==> config.mk <==
export PLATFORM = sky130hd
export DESIGN_NAME = radio_controller_txgainspi
export DESIGN_NICKNAME = d
export VERILOG_FILES = /design/src/rtl/radio_controller_txgainspi_pkg.sv /design/src/rtl/radio_controller_txgainspi_spishift.sv /design/src/rtl/radio_controller_txgainspi.sv
export SDC_FILE = /design/constraint.sdc
export NUM_CORES = 1
export LEC_CHECK = 0
export CORE_MARGIN = 2
export CORE_UTILIZATION = 60
export CTS_CLUSTER_DIAMETER = 100
export CTS_CLUSTER_SIZE = 12
export DETAILED_ROUTE_END_ITERATION = 6
export GPL_ROUTABILITY_DRIVEN = 0
export PLACE_DENSITY = 0.94
export SYNTH_ARGS = -nofsm -noshare
export SYNTH_HDL_FRONTEND = slang
export SYNTH_SLANG_ARGS = --single-unit
export TNS_END_PERCENT = 50
==> constraint.sdc <==
create_clock -name clk -period 5.25 [get_ports clk]
set_input_delay 0.525 -clock clk [delete_from_list [all_inputs] [get_ports clk]]
set_output_delay 0.525 -clock clk [all_outputs]
set_load 0.02 [all_outputs]
==> src/rtl/radio_controller_txgainspi_pkg.sv <==
// Shared definitions for the Tx-gain SPI writer: FSM states, word layout and register address.
package radio_controller_txgainspi_pkg;

    localparam int         WORD_W      = 18;
    localparam logic [4:0] LAST_BIT    = 5'(WORD_W - 1);
    localparam logic [3:0] TXGAIN_ADDR = 4'hC;

    typedef enum logic [2:0] {
        ST_IDLE,
        ST_SETUP,
        ST_SHIFT,
        ST_HOLD,
        ST_GAP
    } spiState_t;

    // 8 zero pad bits, 6 gain bits, then the 4-bit register address.
    function automatic logic [WORD_W-1:0] gainWord(input logic [5:0] gain);
        return {8'b0, gain, TXGAIN_ADDR};
    endfunction

endpackage

==> src/rtl/radio_controller_txgainspi_spishift.sv <==
// 18-bit load/shift register plus the SCLK half-period timer, both frozen at load time.
module radio_controller_SPIShift
    import radio_controller_txgainspi_pkg::*;
(
    input  logic              clk,
    input  logic              reset,
    input  logic              load,
    input  logic [WORD_W-1:0] loadWord,
    input  logic [3:0]        loadDiv,
    input  logic              run,
    input  logic              shift,
    output logic              halfDone,
    output logic              nextBit
);

    logic [WORD_W-1:0] shiftReg;
    logic [3:0]        halfLen;
    logic [3:0]        halfCnt;

    assign halfDone = run && (halfCnt == halfLen);
    assign nextBit  = shiftReg[WORD_W-2];

    // NOTE: sequential state uses non-blocking assignments so every register samples pre-edge values.
    always_ff @(posedge clk or negedge reset) begin
        if (!reset) begin
            shiftReg <= '0;
            halfLen  <= '0;
            halfCnt  <= '0;
        end else if (load) begin
            shiftReg <= loadWord;
            halfLen  <= loadDiv;
            halfCnt  <= '0;
        end else begin
            if (shift)
                shiftReg <= {shiftReg[WORD_W-2:0], 1'b0};
            if (halfDone)
                halfCnt <= '0;
            else if (run)
                halfCnt <= halfCnt + 4'd1;
        end
    end

endmodule

==> src/rtl/radio_controller_txgainspi.sv <==
// Serialises Tx-gain changes onto a 3-wire SPI bus; optional software word path under RADIO_TXGAIN_SWSPI_EN.
module radio_controller_txgainspi
    import radio_controller_txgainspi_pkg::*;
(
    input  logic              clk,
    input  logic              reset,
    input  logic              spi_enable,
    input  logic [5:0]        hw_TxGain,
    input  logic [3:0]        spi_clkDiv,
`ifdef RADIO_TXGAIN_SWSPI_EN
    input  logic              sw_req,
    input  logic [WORD_W-1:0] sw_word,
    output logic              sw_ack,
`endif
    output logic              spi_sclk,
    output logic              spi_mosi,
    output logic              spi_csb,
    output logic              busy,
    output logic [7:0]        update_count
);

    spiState_t         state;
    logic [5:0]        lastSent;
    logic [4:0]        bitCnt;
    logic              isSw;
    logic              startSw;
    logic              startGain;
    logic              load;
    logic [WORD_W-1:0] loadWord;
    logic              halfDone;
    logic              nextBit;

`ifdef RADIO_TXGAIN_SWSPI_EN
    assign startSw  = (state == ST_IDLE) && spi_enable && sw_req;
    assign loadWord = startSw ? sw_word : gainWord(hw_TxGain);
`else
    assign startSw  = 1'b0;
    assign loadWord = gainWord(hw_TxGain);
`endif
    assign startGain = (state == ST_IDLE) && spi_enable && (hw_TxGain != lastSent) && !startSw;
    assign load      = startGain || startSw;

    radio_controller_SPIShift u_shift (
        .clk      (clk),
        .reset    (reset),
        .load     (load),
        .loadWord (loadWord),
        .loadDiv  (spi_clkDiv),
        .run      (state != ST_IDLE),
        .shift    ((state == ST_SHIFT) && spi_sclk && halfDone),
        .halfDone (halfDone),
        .nextBit  (nextBit)
    );

    always_ff @(posedge clk or negedge reset) begin
        if (!reset) begin
            state        <= ST_IDLE;
            spi_csb      <= 1'b1;
            spi_sclk     <= 1'b0;
            spi_mosi     <= 1'b0;
            busy         <= 1'b0;
            update_count <= '0;
            lastSent     <= '0;
            bitCnt       <= '0;
            isSw         <= 1'b0;
`ifdef RADIO_TXGAIN_SWSPI_EN
            sw_ack       <= 1'b0;
`endif
        end else begin
`ifdef RADIO_TXGAIN_SWSPI_EN
            sw_ack <= startSw;
`endif
            case (state)
                ST_IDLE: if (load) begin
                    state    <= ST_SETUP;
                    spi_csb  <= 1'b0;
                    spi_sclk <= 1'b0;
                    spi_mosi <= loadWord[WORD_W-1];
                    busy     <= 1'b1;
                    bitCnt   <= '0;
                    isSw     <= startSw;
                    if (startGain)
                        lastSent <= hw_TxGain;
                end
                ST_SETUP: if (halfDone) begin
                    state    <= ST_SHIFT;
                    spi_sclk <= 1'b1;
                end
                ST_SHIFT: if (halfDone) begin
                    // Data moves on the falling edge so the slave samples a stable bit on the rising edge.
                    if (spi_sclk) begin
                        spi_sclk <= 1'b0;
                        spi_mosi <= nextBit;
                    end else if (bitCnt == LAST_BIT) begin
                        state    <= ST_HOLD;
                        spi_mosi <= 1'b0;
                    end else begin
                        spi_sclk <= 1'b1;
                        bitCnt   <= bitCnt + 5'd1;
                    end
                end
                ST_HOLD: if (halfDone) begin
                    state   <= ST_GAP;
                    spi_csb <= 1'b1;
                end
                ST_GAP: if (halfDone) begin
                    state <= ST_IDLE;
                    busy  <= 1'b0;
                    if (!isSw)
                        update_count <= update_count + 8'd1;
                end
                default: state <= ST_IDLE;
            endcase
        end
    end

endmodule
**Yosys cells after proc, flatten, opt, wreduce, memory -nomap -nowiden**

Cells that the tools add are included.

- Muxes and demuxes: 32
- Equality and inequality tests: 16
- Reduce and logical (&&, ||, !) cells: 21
- $add $sub $neg: 3

Operators by type and width:

| kind | count |
|---|---|
| $mux 17 | 2 |
| $mux 3 | 7 |
| $mux 5 | 4 |
| $pmux 3 s5 | 1 |
| $ne 2x2->1 const B | 7 |
| $mux 4 | 3 |
| $mux 1 | 10 |
| $pmux 5 s2 | 1 |
| $reduce_bool 3->1 | 3 |
| $add 8x1->8 const B | 1 |
| $reduce_and 4->1 | 2 |
| $reduce_bool 2->1 | 4 |
| $reduce_and 7->1 | 1 |
| $eq 3x2->1 const B | 2 |
| $ne 6x6->1 | 1 |
| $pmux 1 s2 | 3 |
| $reduce_and 3->1 | 2 |
| $add 5x1->5 const B | 1 |
| $eq 5x5->1 const B | 1 |
| $logic_and 1x1->1 | 5 |
| $reduce_and 5->1 | 1 |
| $add 4x1->4 const B | 1 |
| $eq 4x4->1 | 1 |
| $reduce_and 2->1 | 2 |
| other kinds (6) | 6 |

- Bits in registers: 51
- Input bits: 13
- Logic and storage cells: 83

**Logic depth before layout (Yosys ltp)**

- Depth in word-level cells: 5
- Gate-level depth with buffers: 9
- Mapped depth without buffers: 7

**Hierarchy**

From an unflattened synthesis, not the netlist that was laid out.

- Cell total of the unflattened synthesis: 232
- Area total of the unflattened synthesis: 2587.5 sq um

Modules (own cells, without submodules):

| module | area each (sq um) | times used | cells each | sequential area each (sq um) |
|---|---|---|---|---|
| radio_controller_txgainspi | 1387.6 | 1 | 121 | 651.9 |
| radio_controller_SPIShift | 1199.9 | 1 | 111 | 625.6 |

**Worst setup path after synthesis**

OpenSTA, ideal clock, no wires.

- Kind: register to register
- From: reg u_shift.halfCnt[0]
- To: reg update_count[5]
- Stages on the path, launching flop included: 7
- Path slack: 3.408 ns
- Setup time: 0.130 ns
- Arrival time: 1.712 ns
- Period minus slack after synthesis: 1.842 ns
- Path buffers: 1
- Path through: dfrtp_1 -> xor2_1 -> or4_1 -> buf_6 -> nor3_4 -> nand3_1 -> xnor2_1

- Word-level cells in the longest chain between the ends: 3

RTL lines:

| item | RTL line | text |
|---|---|---|
| start, declared | radio_controller_txgainspi_spishift.sv:18 | `logic [3:0] halfCnt;` |
| start signal, assigned | radio_controller_txgainspi_spishift.sv:39 | `halfCnt <= halfCnt + 4'd1;` |
| $eq 4x4->1 | radio_controller_txgainspi_spishift.sv:20 | `assign halfDone = run && (halfCnt == halfLen);` |
| $logic_and 1x1->1 | radio_controller_txgainspi_spishift.sv:20 |  |
| $reduce_and 2->1 (no source line) | - |  |
| end signal, assigned | radio_controller_txgainspi.sv:110 | `update_count <= update_count + 8'd1;` |
| end, declared | radio_controller_txgainspi.sv:19 | `output logic [7:0] update_count` |

No other way between the ends.
A chain may end at the register's enable or synchronous reset.

**Final worst setup path**

- From: reg u_shift.halfCnt[0]
- To: reg u_shift.shiftReg[4]

- Word-level cells in the longest chain between the ends: 4

RTL lines:

| item | RTL line | text |
|---|---|---|
| $eq 4x4->1 | radio_controller_txgainspi_spishift.sv:20 |  |
| $logic_and 1x1->1 | radio_controller_txgainspi_spishift.sv:20 |  |
| $logic_and 1x1->1 | radio_controller_txgainspi.sv:50 | `.shift ((state == ST_SHIFT) && spi_sclk && halfDone),` |
| $reduce_bool 2->1 (no source line) | - |  |
| end signal, assigned | radio_controller_txgainspi_spishift.sv:30 | `shiftReg <= loadWord;` |
| end signal, assigned | radio_controller_txgainspi_spishift.sv:35 | `shiftReg <= {shiftReg[WORD_W-2:0], 1'b0};` |
| end, declared | radio_controller_txgainspi_spishift.sv:16 | `logic [WORD_W-1:0] shiftReg;` |

No other way between the ends.

==> run metrics <==
status finished clean; # setup viols final 0; placed instance area 0.00263 mm²; design area 0.00276 mm²; final count of pins violating max slew 0; clock skew 0.0137 ns; Sink Count 49; largest net degree at the start of global routing 50; Compound-Gate Fraction of Synth Area 12.1%; Relative slew margins 26.7%; CTS resizes 0; core area 0.00374 mm²; count of hold buffers inserted by post-cts repair 0; Synthesized Nets 246; Syn-to-layout area delta 15.6%; CP endpoint u_shift.shiftReg[4]; Initial Utilization 63.8%; setup ws final 2.55 ns; R2R Path End u_shift.shiftReg[4]; Mapped Cells 229; drt drc 0; Syn Std Cell Area 0.00239 mm²; Cells after DPL 290; most used cells in the layout excluding fill and tap cells dfrtp_1, nand2_1, clkdlybuf4s50_1; critical path type flip-flop to flip-flop; fin nets 266; DR pass1 iterations 4; Yosys cell types 49; number of placed I/O pins 25; total gr overflow 0; Hold Crit Class primary input to asynchronous set/reset pin; Final period util 51.5%; port buffer count 24; register area 0.00123 mm²; share of cells above drive strength 1 8.40%; top-area cell type share of the netlist area 50.3%; initial antenna violation count 0; die width 67.1 µm; Worst Setup SP u_shift.halfCnt[0]; Iteration-0 DRC Markers 159; Critical Path Sink Type flip-flop; vias in the first global route 1709; most common cell after layout, fill and taps aside dfrtp_1; fmax 0.370 GHz; htree depth 2; multi-input logic area 0.00109 mm²; WP data required 5.44 ns; Post-Layout Cell Count 298; crit-path max FO 16; post-synthesis async set-or-reset flop share 100%; WP data arrival 2.89 ns; fill count 275; Synth Area in XOR/XNOR 6.97%; area share of fa/ha/maj cells after synthesis 2.10%; Leakage Power 1.23 nW; Total Wirelength 4820 µm; post-CTS setup buffer count 0; Synth area leaders dfrtp_1, nand2_1, xnor2_1; Post-Synth Simple-Gate Area 20.4%; CTS tree built; final hold violations 0; total power 1.39 mW; setup TNS 0 ns; FF-to-FF setup slack 2.55 ns; maximum buffer depth of the clock tree 2; diode count 0; die area 0.00450 mm²; wire per inst 16.2 µm; CTS root buf clkbuf_8; CTS Buf Count 5; EDFF count, synth 0; Place WS 2.46 ns; cell accounting for the most synthesized area dfrtp_1; post-synthesis sequential area ratio 51.4%; die height 67.1 µm; syn avg cell area 10.4 µm²; Worst Reg-to-Reg Cells 5; num rows 22; #FFs+latches synth 49; RSZ-0062 raised after global routing no; post-DP HPWL 3410 µm; total number of vias 1785; largest family of logic cells by synthesized area simple AND/OR/NAND/NOR gates; Avg Vias per Cell 5.99; Post-DRT Antenna Nets 0; clk_lat worst skew 0.31 ns; peak supply drop 0.000341 V; Tmin final 2.70 ns; ys flop type dfrtp_1; GRT Total Usage 25.0%; Reg clk slew, reported paths 0.09 ns; first-pass GRT wire length 8200 µm; yosys warns 0; CP startpoint kind flip-flop; PwrDens 504 mW/mm²; mux share of post-synthesis cell area 4.14%; Max Cap Viol 0; worst slew pin tran 1.09 ns; Crit Reg-Reg Startpoint u_shift.halfCnt[0]
sequential cells by signal, summed over array words and instances, names as in the netlist:
| name | count |
|---|---|
| update_count | 8 |
| spi_sclk | 1 |
| busy | 1 |
| spi_csb | 1 |
| u_shift.halfLen | 4 |
| u_shift.halfCnt | 4 |
| lastSent | 6 |
| spi_mosi | 1 |
| state | 3 |
| u_shift.shiftReg | 15 |
| bitCnt | 5 |
through the flow:
| stage | hold WS (ns) | util, % |
|---|---|---|
| 2_1_floorplan | 0.229 | - |
| 3_3_place_gp | 0.459 | 70.2 |
| 3_5_place_dp | 0.451 | 70.2 |
| 4_1_cts | 0.432 | 73.7 |
| 5_1_grt | 0.488 | 73.7 |
| 6_report | 0.403 | 73.7 |
worst min-delay path by stage:
stage | to | slack, ns
after floorplan | bitCnt[0] | 0.23
after global placement | u_shift.shiftReg[13] | 0.46
after detailed placement | spi_csb | 0.45
after CTS | u_shift.shiftReg[2] | 0.43
after global routing | bitCnt[3] | 0.49
final | u_shift.shiftReg[8] | 0.40
power by group:
part	internal, mW	total (mW)	switching [mW]	leakage [nW]
sequential	0.480	0.585	0.104	0.629
clock	0.189	0.313	0.124	0.0681
combinational	0.217	0.493	0.276	0.531
cells by family after synthesis:
kind of cell | count (synthesis)
multiplexers | 9
flip-flops | 49
AO/OA/AOI/OAI | 43
buffers and inverters | 13
adder cells (fa/ha/maj) | 4
XOR/XNOR | 19
AND/OR/NAND/NOR | 92
final cells by class:
class                      count  area share [%]
tap                           48            2.18
multi-input combinational    167            39.6
clock inverter                 3            2.36
timing repair buffer          25            8.79
sequential                    49            44.5
clock buffer                   5            2.49
inverter                       1           0.136
cell usage after synthesis (all sizes together) (3+ instances only):
| library cell | n |
|---|---|
| dfrtp | 48 |
| a21oi | 4 |
| xor2 | 6 |
| nand2 | 33 |
| nand3 | 15 |
| mux2 | 7 |
| buf | 9 |
| xnor2 | 13 |
| ha | 4 |
| and3 | 5 |
| nand4 | 6 |
| and2 | 6 |
| nor2 | 13 |
| o21ai | 16 |
| clkbuf | 3 |
| a221o | 5 |
| nor3 | 3 |
| a21o | 5 |
worst max-delay path: stages, from the launching register on:
cell and delay [ns]:
dfrtp_1 0.45, xor2_1 0.22, nor4_4 0.78, and3_1 0.60, nor2_1 0.18, a221o_1 0.34
layer usage:
layer	vias up	wire (µm)	track usage [%]
met4	0	71	7.40
li1	852	-	-
met2	55	2420	41.0
met1	870	2080	32.7
met5	-	0	0
met3	8	248	6.25
No activity file was read; power rests on OpenSTA's default activity.
